===== config.mk =====
export PLATFORM = sky130hd
export DESIGN_NAME = priority_resolver
export DESIGN_NICKNAME = d
export VERILOG_FILES = /design/src/rtl/priority_resolver.sv
export SDC_FILE = /design/constraint.sdc
export NUM_CORES = 1
export LEC_CHECK = 0
export ABC_CLOCK_PERIOD_IN_PS = 1400
export BUFFER_PORTS_ARGS = -buffer_cell sky130_fd_sc_hd__buf_2
export CAP_MARGIN = 20
export CORE_UTILIZATION = 30
export CTS_CLUSTER_DIAMETER = 100
export DETAILED_ROUTE_END_ITERATION = 16
export PLACE_DENSITY_LB_ADDON = 0.25
export SYNTH_ARGS = -nofsm -noshare
export SYNTH_HDL_FRONTEND = slang
export SYNTH_SLANG_ARGS = --single-unit
export TNS_END_PERCENT = 1

===== constraint.sdc =====
create_clock -name clk -period 1.4 [get_ports clk]
set_clock_uncertainty 0.15 [all_clocks]
set_input_delay 0.07 -clock clk [delete_from_list [all_inputs] [get_ports clk]]
set_output_delay 0.07 -clock clk [all_outputs]
set_load 0.05 [all_outputs]

===== src/rtl/priority_resolver.sv =====
// 8259-style priority resolver: picks the highest-ranked unmasked
// request not blocked by in-service lines, registered one-hot output.
module priority_resolver (
    input  logic       clk,
    input  logic       reset,
    input  logic       INTA,
    input  logic [7:0] IRQ_status,
    input  logic [7:0] IS_status,
    input  logic [7:0] IR_mask,
    input  logic       Rotating_priority,
    input  logic [7:0] last_serviced,
    output logic [7:0] Priority
);

    logic [7:0] priority_q;
    logic [7:0] priority_d;
    logic [7:0] cand;
    logic [7:0] cand_rot;
    logic [7:0] is_rot;
    logic [7:0] win_rot;
    logic [7:0] upto_win;
    logic [7:0] res_rot;
    logic [2:0] ls_idx;
    logic       ls_onehot;
    logic [2:0] base;
    logic       blocked;

    function automatic logic [7:0] rot_r(input logic [7:0] v,
                                         input logic [2:0] s);
        rot_r = (v >> s) | (v << (4'd8 - {1'b0, s}));
    endfunction

    function automatic logic [7:0] rot_l(input logic [7:0] v,
                                         input logic [2:0] s);
        rot_l = (v << s) | (v >> (4'd8 - {1'b0, s}));
    endfunction

    // Decode last_serviced; non-one-hot values fall back to IR0 highest
    always_comb begin
        ls_idx = 3'd0;
        for (int i = 0; i < 8; i++) begin
            if (last_serviced[i]) ls_idx = 3'(i);
        end
        ls_onehot = (last_serviced != 8'h00) &&
                    ((last_serviced & (last_serviced - 8'd1)) == 8'h00);
        base = (Rotating_priority && ls_onehot) ? ls_idx + 3'd1 : 3'd0;
    end

    // Rotate highest rank to bit 0, encode, block, rotate back
    always_comb begin
        cand     = IRQ_status & ~IR_mask;
        cand_rot = rot_r(cand, base);
        is_rot   = rot_r(IS_status, base);
        win_rot  = cand_rot & (~cand_rot + 8'd1);
        upto_win = win_rot | (win_rot - 8'd1);
        blocked  = |(is_rot & upto_win);
        res_rot  = blocked ? 8'h00 : win_rot;
        priority_d = INTA ? priority_q : rot_l(res_rot, base);
    end

    // Output register; holds through acknowledge
    always_ff @(posedge clk or posedge reset) begin
        if (reset) priority_q <= 8'h00;
        else       priority_q <= priority_d;
    end

    assign Priority = priority_q;

endmodule


## Word-level counts from Yosys, hierarchy flattened

Index checks and enable logic that the tools add are counted.

- Logic and storage cells: 36
- Input bits: 36
- Bits in registers: 8
- Output and inout bits: 8

- Add/sub/neg operators: 5
- Muxes and demuxes: 9
- Reductions and logical operators: 5
- Shift-type cells: 6
- Bitwise logic cells: 10

Operators with widths:

| operator | number |
|---|---|
| $and A8 B8 Y8 | 4 |
| $or A8 B8 Y8 | 4 |
| $mux W3 | 7 |
| $not A8 Y8 | 2 |
| $shl A8 B4 Y8 | 2 |
| $shr A8 B3 Y8 | 2 |
| $sub A8 B1 Y8 const B | 2 |
| $add A8 B1 Y8 const B | 1 |
| $logic_not A8 Y1 | 1 |
| $mux W8 | 1 |
| $reduce_bool A8 Y1 | 1 |
| $reduce_or A8 Y1 | 1 |
| $shl A8 B3 Y8 | 1 |
| $shr A8 B4 Y8 | 1 |
| $sub A4 B3 Y4 const A | 1 |
| $add A3 B1 Y3 const B | 1 |
| $logic_and A1 B1 Y1 | 2 |
| $mux W1 | 1 |

## Logic depth before layout (Yosys ltp)

Gate-level depths: netlist of run 1.

- Depth after elaboration: 22
- Mapped depth: 20
- Gate-level depth less buffers: 16

## Worst setup path before layout of run 1

No wires, ideal clock.

- Kind: input-to-reg
- From: in last_serviced[4]
- To: reg priority_q[0] (netlist: Priority[0])
- Slack: -3010 ps
- Path buffers: 5
- Stages: 18
- Data arrival time: 4156 ps
- Data required time: 1147 ps
- Path through: nor2b_1 a211oi_2 buf_2 nor2_2 inv_1 buf_2 ha_1 clkbuf_1 clkbuf_1 clkbuf_1 mux4_2 a32oi_1 o211ai_1 a311oi_4 o311ai_2 nor4_4 a21oi_2 o41ai_2

- Word-level cells in the longest chain between the ends: 19
- Elaborated cells between the ends (all ways): 30

Ends and longest elaborated chain:

| item | line | source |
|---|---|---|
| start: declaration | 11 | `input logic [7:0] last_serviced,` |
| $sub A8 B1 Y8 / $mux W3 (equally long branches) | 45, 42 |  |
| $and A8 B8 Y8 / $mux W3 (equally long branches) | 45, 42 |  |
| $logic_not A8 Y1 / $mux W3 (equally long branches) | 45, 42 |  |
| $logic_and A1 B1 Y1 / $mux W3 (equally long branches) | 44, 42 |  |
| $logic_and A1 B1 Y1 / $add A3 B1 Y3 (equally long branches) | 46 | `base = (Rotating_priority && ls_onehot) ? ls_idx + 3'd1 : 3'd0;` |
| $mux W3 (*) | 46 |  |
| $sub A4 B3 Y4 | 30, 35 |  |
| $shl A8 B4 Y8 | 30 | `rot_r = (v >> s) \| (v << (4'd8 - {1'b0, s}));` |
| (+3 left out) | n/a |  |
| $and A8 B8 Y8 | 54 | `win_rot = cand_rot & (~cand_rot + 8'd1);` |
| $sub A8 B1 Y8 | 55 | `upto_win = win_rot \| (win_rot - 8'd1);` |
| $or A8 B8 Y8 | 55 |  |
| $and A8 B8 Y8 | 56 | `blocked = \|(is_rot & upto_win);` |
| $reduce_or A8 Y1 | 56 |  |
| $mux W8 | 57 | `res_rot = blocked ? 8'h00 : win_rot;` |
| $shr A8 B4 Y8 / $shl A8 B3 Y8 (equally long branches) | 35 | `rot_l = (v << s) \| (v >> (4'd8 - {1'b0, s}));` |
| $or A8 B8 Y8 (*) | 35 |  |
| end signal: assignment | 64 | `else priority_q <= priority_d;` |
| end: declaration | 15 | `logic [7:0] priority_q;` |

Every way passes the cells marked *; elsewhere a longest branch is shown, timed or not.
A chain may end at the register's enable or synchronous reset.

## Worst setup path after layout of run 1

- From: in last_serviced[2]
- To: reg priority_q[7] (netlist: Priority[7])

- Word-level cells in the longest chain between the ends: 21
- Elaborated cells between the ends (all ways): 32

Ends and longest elaborated chain:

| item | line | source |
|---|---|---|
| $mux W3 (6 in a row) | 42 | `if (last_serviced[i]) ls_idx = 3'(i);` |
| $add A3 B1 Y3 | 46 |  |
| $mux W3 (*) | 46 |  |
| $sub A4 B3 Y4 | 30, 35 |  |
| $shl A8 B4 Y8 | 30 |  |
| $or A8 B8 Y8 | 30 |  |
| $not A8 Y8 | 54 |  |
| $add A8 B1 Y8 | 54 |  |
| $and A8 B8 Y8 | 54 |  |
| $sub A8 B1 Y8 | 55 |  |
| $or A8 B8 Y8 | 55 |  |
| $and A8 B8 Y8 | 56 |  |
| $reduce_or A8 Y1 | 56 |  |
| $mux W8 | 57 |  |
| $shr A8 B4 Y8 / $shl A8 B3 Y8 (equally long branches) | 35 |  |
| $or A8 B8 Y8 (*) | 35 |  |

Marked as above.

==> flow_summary.toml, run 1 <==
[status]
outcome = "complete, but fails checks"
failed_checks = "negative setup slack"

[setup_path]
timing.rr.start = "Priority[4]"
worst_ep_arrival_time_ns = 3.49
register_to_register_path_setup_slack_ns = 0.11
crit-reg2reg-capture = "Priority[4]"
end_kind = "flip-flop"
worst_ep_required_time_ns = 1.41
reg2reg_depth = 5
cp-start-kind = "primary input"
crit_path_max_fanout = 9
critPathKind = "in2reg"

[synth]
synth.ff_latch_count = 8
synth_cell_types = 85
synth_seq_area_share_pct = 6.24
async_flop_share_pct = 100
post_synthesis_cells = 477
syn_nets = 514
synth.yosys.warnings = 0
synth-main-ff-cell = "sky130_fd_sc_hd__dfrtp_1"
syn_area_mm2 = 0.00321
synth_enable_flop_cells = 0
syn_avg_cell_area_um2 = 6.73

[min_path]
whs_endpoint = "Priority[2]"
hp-start = "INTA"
worst_hold_path.num_cells = 3
hold_path_class = "in2reg"

[place]
gp_congestion = 1.04
postPlaceCellArea_mm2 = 0.00527
place.detailed.hpwl_um = 14000
preCtsSetupSlack_ns = -2.39
io_buffer_count = 43

[cts]
clock_tree.buffer_depth = 2
path_clk_slew_ns = 0.04
cts-root-buf = "sky130_fd_sc_hd__clkbuf_8"
cts.htree.levels = 1
clk-insertion-delay-late_ns = 0.24
cts_made_buffers = 3
cts_num_sinks = 8
tritoncts = "built"

[die]
die_area_mm2 = 0.0111
initial_utilization_pct = 30.9
die_height_um = 105
dieWidth_um = 105
coreArea_mm2 = 0.0104
placementRows = 37
top_level_ports = 44

[pwr]
p_leak_uw = 0.00238
pwr_density_cell_mw_per_mm2 = 414
worst_ir_drop_vdd_uv = 286

[detailed_routing]
route.antenna.remaining_nets = 0
detail_route.wirelength_um = 18300
via_count = 5497
initialDrtViolationCount = 582
detailedRoute.firstPassIterationCount = 5
vias_per_cell = 6.38
remaining_drc_errors = 0
drt-wirelength-per-cell_um = 21.2

[layout]
n_antenna_cell = 0
number_of_flip_flops_under_the_largest_register_name = 8
finalInstanceArea_mm2 = 0.00587
drive_gt1_share_pct = 54.2
finalNetCount = 764
areaGrowthSynthToFinish_pct = 82.8
final_common_cell = "sky130_fd_sc_hd__buf_4"
most_frequent_cells_in_the_layout = "sky130_fd_sc_hd__buf_4 (227), sky130_fd_sc_hd__nor2_1 (43), sky130_fd_sc_hd__buf_2 (43)"
fillerInstances = 947

[timing]
worstMarginPinSlew_ns = 0.484
max-slew-margin-rel_pct = 67.3
post-route-period-util_pct = 248
slew_viol_final = 0
smallest_setup_slack_after_layout_ns = -2.07
finalHoldViolCount = 0
setup_tns_ns = -16.14
min_period_ns = 3.47
rsz0062_at_grt = "true"
setup-violations-final = 8
achievable-frequency_mhz = 288

[global_route]
grt_first_pass_wirelength_um = 28400
grt_use_total_pct = 32.0
pin_count_of_the_biggest_net_entering_global_routing = 21
number_of_antenna_violations_at_the_first_check_in_global_routing = 0
first_global_vias = 5298
global_route_congestion_overflow_total = 0

[job]
maxCapViolCount = 0
cells in the mapped netlist, types with 8 or more instances:
| cell | number | area, um2 |
|---|---|---|
| sky130_fd_sc_hd__dfrtp_1 | 8 | 200 |
| sky130_fd_sc_hd__buf_2 | 9 | 45.0 |
| sky130_fd_sc_hd__nor2_1 | 50 | 188 |
| sky130_fd_sc_hd__nor2b_1 | 13 | 81.3 |
| sky130_fd_sc_hd__o211ai_1 | 14 | 105 |
| sky130_fd_sc_hd__nand2b_1 | 8 | 50.1 |
| sky130_fd_sc_hd__a31oi_1 | 16 | 100 |
| sky130_fd_sc_hd__nor3_1 | 25 | 125 |
| sky130_fd_sc_hd__nor4_1 | 8 | 50.1 |
| sky130_fd_sc_hd__nand3_1 | 31 | 155 |
| sky130_fd_sc_hd__nand2_1 | 35 | 131 |
| sky130_fd_sc_hd__nand4_1 | 13 | 81.3 |
| sky130_fd_sc_hd__clkbuf_1 | 20 | 75.1 |
| sky130_fd_sc_hd__inv_1 | 11 | 41.3 |
| sky130_fd_sc_hd__o21ai_0 | 35 | 175 |
| sky130_fd_sc_hd__a21oi_1 | 26 | 130 |
worst max-delay path by stage:
| stage | startpoint | endpoint | cells after the start |
|---|---|---|---|
| after CTS | last_serviced[1] | Priority[0] | 14 |
| after global routing | last_serviced[2] | Priority[0] | 14 |
| after detailed placement | last_serviced[5] | Priority[7] | 17 |
| final | last_serviced[2] | Priority[7] | 17 |
| after floorplan | last_serviced[2] | Priority[0] | 19 |
| after global placement | last_serviced[5] | Priority[7] | 17 |
worst max-delay path, cell delays in order:
cell	delay [ns]
sky130_fd_sc_hd__buf_2	0.12
sky130_fd_sc_hd__nand2b_4	0.17
sky130_fd_sc_hd__a211oi_4	0.31
sky130_fd_sc_hd__nor2_4	0.07
sky130_fd_sc_hd__inv_2	0.07
sky130_fd_sc_hd__ha_4	0.24
sky130_fd_sc_hd__buf_8	0.16
sky130_fd_sc_hd__o41ai_4	0.32
sky130_fd_sc_hd__a21oi_1	0.09
sky130_fd_sc_hd__o211ai_1	0.30
sky130_fd_sc_hd__o32ai_4	0.15
sky130_fd_sc_hd__a2111oi_4	0.33
sky130_fd_sc_hd__buf_4	0.22
sky130_fd_sc_hd__nand4_4	0.19
sky130_fd_sc_hd__o41ai_2	0.42
sky130_fd_sc_hd__a21o_1	0.12
sky130_fd_sc_hd__o211a_1	0.14
metal layers:
layer / track usage, % / vias up / share of wire [%]
li1: - / 2416 / -
met4: 10.5 / 0 / 4.0
met5: 0 / - / 0
met1: 44.4 / 2555 / 41
met3: 5.88 / 80 / 11
met2: 49.7 / 446 / 43
kinds of logic (layout without fill, tap and decap cells):
kind of cell    Yosys count  count (layout)  share of synthesized area [%]
simple gates            223             223                           38.4
compound gates          192             192                           45.5
buf+inv                  45             293                           6.32
flops                     8               8                           6.24
xor+xnor                  4               4                           1.33
mux                       4               4                           1.79
fa+ha+maj                 1               1                          0.390
cell type report:
type / instances / area, um2 / area share, %
tap: 136 / 170 / 2.90
timing repair buffer: 279 / 2050 / 35.0
clock buffer: 3 / 41.3 / 0.704
multi-input combinational: 424 / 3360 / 57.2
sequential: 8 / 200 / 3.41
inverter: 11 / 43.8 / 0.746
power breakdown:
part / internal (uW) / switching, uW
sequential: 244 / 7.22
clock: 188 / 106
combinational: 840 / 1050
total: 1270 / 1160
what timing repair did:
item | 4_1_cts | 5_1_grt
setup endpoints to repair | 8 | 8
gates resized for setup | 34 | 41
hold buffers | 1 | 0
buffers inserted | 10 | 11
pin swaps | 20 | 32
hold endpoints to repair | 8 | 0
cloned | 0 | 1
metrics by stage:
stage	std cells	util (%)	hold slack, ns	power (uW)
after detailed placement	837	50.8	-0.104	1840
after CTS	850	53.8	0.116	2220
final	861	56.6	0.135	2430
after global placement	837	50.8	-0.128	1830
after global routing	861	56.6	0.163	2530
after floorplan	477	-	-0.264	1070
Power figures use the tool's default switching activity.
==> run 2, diff against run 1 <==
--- a/config.mk
+++ b/config.mk
@@ -8,6 +8,8 @@
 export ABC_CLOCK_PERIOD_IN_PS = 1400
 export BUFFER_PORTS_ARGS = -buffer_cell sky130_fd_sc_hd__buf_2
 export CAP_MARGIN = 20
+export CELL_PAD_IN_SITES_DETAIL_PLACEMENT = 0
+export CELL_PAD_IN_SITES_GLOBAL_PLACEMENT = 2
 export CORE_UTILIZATION = 30
 export CTS_CLUSTER_DIAMETER = 100
 export DETAILED_ROUTE_END_ITERATION = 16
==> run 2 against run 1 <==
The run still ends with negative setup slack left. Core utilization rose by 1.3 points. Final cell count up 1.4%. Die area unchanged. Total power is 1.7% lower. Setup slack better by 0.075 ns. Clock-buffer cell count unchanged. Worst hold slack lost 0.059 ns. Clock power fell by 5%. Sequential share of layout area decreased by 0.079 points.
==> flow_summary.toml, run 2 (synthesis gave the netlist of run 1 again) <==
[status]
outcome = "complete, but fails checks"
failed_checks = "negative setup slack"

[cts]
cts.htree.levels = 1
tritoncts = "built"
path_clk_slew_ns = 0.04
clk-insertion-delay-late_ns = 0.23
clock_tree.buffer_depth = 2
cts_made_buffers = 3
cts-root-buf = "sky130_fd_sc_hd__clkbuf_8"
cts_num_sinks = 8

[global_route]
first_global_vias = 5370
pin_count_of_the_biggest_net_entering_global_routing = 21
global_route_congestion_overflow_total = 0
grt_first_pass_wirelength_um = 29200
number_of_antenna_violations_at_the_first_check_in_global_routing = 0
grt_use_total_pct = 33.4

[detailed_routing]
vias_per_cell = 6.18
initialDrtViolationCount = 498
remaining_drc_errors = 0
route.antenna.remaining_nets = 0
drt-wirelength-per-cell_um = 21.1
via_count = 5393
detail_route.wirelength_um = 18400
detailedRoute.firstPassIterationCount = 7

[setup_path]
register_to_register_path_setup_slack_ns = 0.04
worst_ep_required_time_ns = 1.35
crit_path_max_fanout = 7
end_kind = "flip-flop"
critical_path.most_common_cell = "sky130_fd_sc_hd__buf_4"
critPathKind = "in2reg"
cp_num_buf_inv = 7
cpPeakStageDelay_ns = 0.40
cp-start-kind = "primary input"
timing.critical_path.to = "Priority[2]"
worst_ep_arrival_time_ns = 3.35
startpoint = "last_serviced[2]"
timing.critical_path.depth = 19
timing.rr.start = "Priority[4]"
crit-reg2reg-capture = "Priority[4]"
reg2reg_depth = 5
cpMaxStageDelayCell = "sky130_fd_sc_hd__o311ai_4"
cp_top_family = "compound AO/OA/AOI/OAI gates"
crit_chain = "buf_4, nand2b_4, a211oi_4, nor2_4, inv_2, ha_4, buf_6, nor2_1, o31a_1, buf_4, a31oi_4, nand3_4, buf_12, o311ai_4, buf_4, nor4_4, buf_4, a41oi_1, nand3_1"

[die]
coreArea_mm2 = 0.0104
top_level_ports = 44
die_height_um = 105
placementRows = 37
dieWidth_um = 105
initial_utilization_pct = 30.9
die_area_mm2 = 0.0111

[pwr]
p_leak_uw = 0.00245
worst_ir_drop_vdd_uv = 482
pwr_density_cell_mw_per_mm2 = 397

[timing]
worst_hold_slack_ns = 0.0762
max-slew-margin-rel_pct = 56.8
smallest_setup_slack_after_layout_ns = -2.00
worstMarginPinSlew_ns = 0.649
finalHoldViolCount = 0
slew_viol_final = 0
setup-violations-final = 8
rsz0062_at_grt = "true"
post-route-period-util_pct = 243
achievable-frequency_mhz = 294
min_period_ns = 3.40

[layout]
finalNetCount = 776
number_of_flip_flops_under_the_largest_register_name = 8
most_frequent_cells_in_the_layout = "sky130_fd_sc_hd__buf_4 (235), sky130_fd_sc_hd__nor2_1 (46), sky130_fd_sc_hd__buf_2 (39)"
areaGrowthSynthToFinish_pct = 87.1
final_util_pct = 57.9
n_antenna_cell = 0
final_common_cell = "sky130_fd_sc_hd__buf_4"
drive_gt1_share_pct = 54.0
final_cells = 873
finalInstanceArea_mm2 = 0.00601
fillerInstances = 968

[place]
dp_cells = 847
preCtsSetupSlack_ns = -2.40
postPlaceCellArea_mm2 = 0.00534
gp_congestion = 0.982
io_buffer_count = 43
place.detailed.hpwl_um = 14700

[job]
maxCapViolCount = 0

[min_path]
hold_path_class = "in2reg"
hp-start = "INTA"
-- run 2: worst min path at each step --
| stage | endpoint | slack (ns) | depth (start not counted) |
|---|---|---|---|
| final | Priority[3] | 0.08 | 3 |
| after global routing | Priority[3] | 0.13 | 3 |
| after CTS | Priority[3] | 0.07 | 3 |
| after detailed placement | Priority[6] | -0.11 | 2 |
| after global placement | Priority[3] | -0.12 | 2 |
| after floorplan | Priority[0] | -0.26 | 1 |
-- run 2: worst reg2reg max path, stage by stage (launching register included) --
cell and delay, ns:
sky130_fd_sc_hd__dfrtp_1 0.41, sky130_fd_sc_hd__nand2b_1 0.17, sky130_fd_sc_hd__nand4_1 0.10, sky130_fd_sc_hd__o32ai_1 0.09, sky130_fd_sc_hd__a21oi_1 0.23, sky130_fd_sc_hd__o31ai_2 0.10
-- run 2: power by group --
group,switching (uW),leakage [uW],internal (uW)
registers,6.19,0.000105,244
clock network,91.4,0.0000216,186
logic,1020,0.00233,840
total,1120,0.00245,1270
-- run 2: through the flow --
step                      total power (uW)  setup TNS, ns
after floorplan                       1070         -17.52
after global placement                1860         -18.76
after detailed placement              1860         -18.65
after CTS                             2300         -15.34
after global routing                  2510         -16.96
final                                 2390         -15.68
-- run 2: final cells by class --
class                      instances  area (um2)  share of cell area [%]
clock buffer                       3        41.3                   0.688
inverter                          11        41.3                   0.688
multi-input combinational        424        3380                    56.3
sequential                         8         200                    3.33
tap                              136         170                    2.83
timing repair buffer             291        2170                    36.1
-- run 2: timing repair --
item                                    in CTS  in global routing
pin swaps                                   37                 12
endpoints found under the setup margin       8                  8
setup buffers                               19                  4
hold endpoints to repair                     8                  0
hold buffers                                 1                  0
gates resized for setup                     67                 13
-- run 2: metal layers --
metal,track usage [%],part of all wire (%),vias up
met5,0,0,-
met4,14.0,3.6,0
met3,4.70,9.3,67
met2,53.5,45,360
met1,44.7,42,2523
li1,-,-,2443
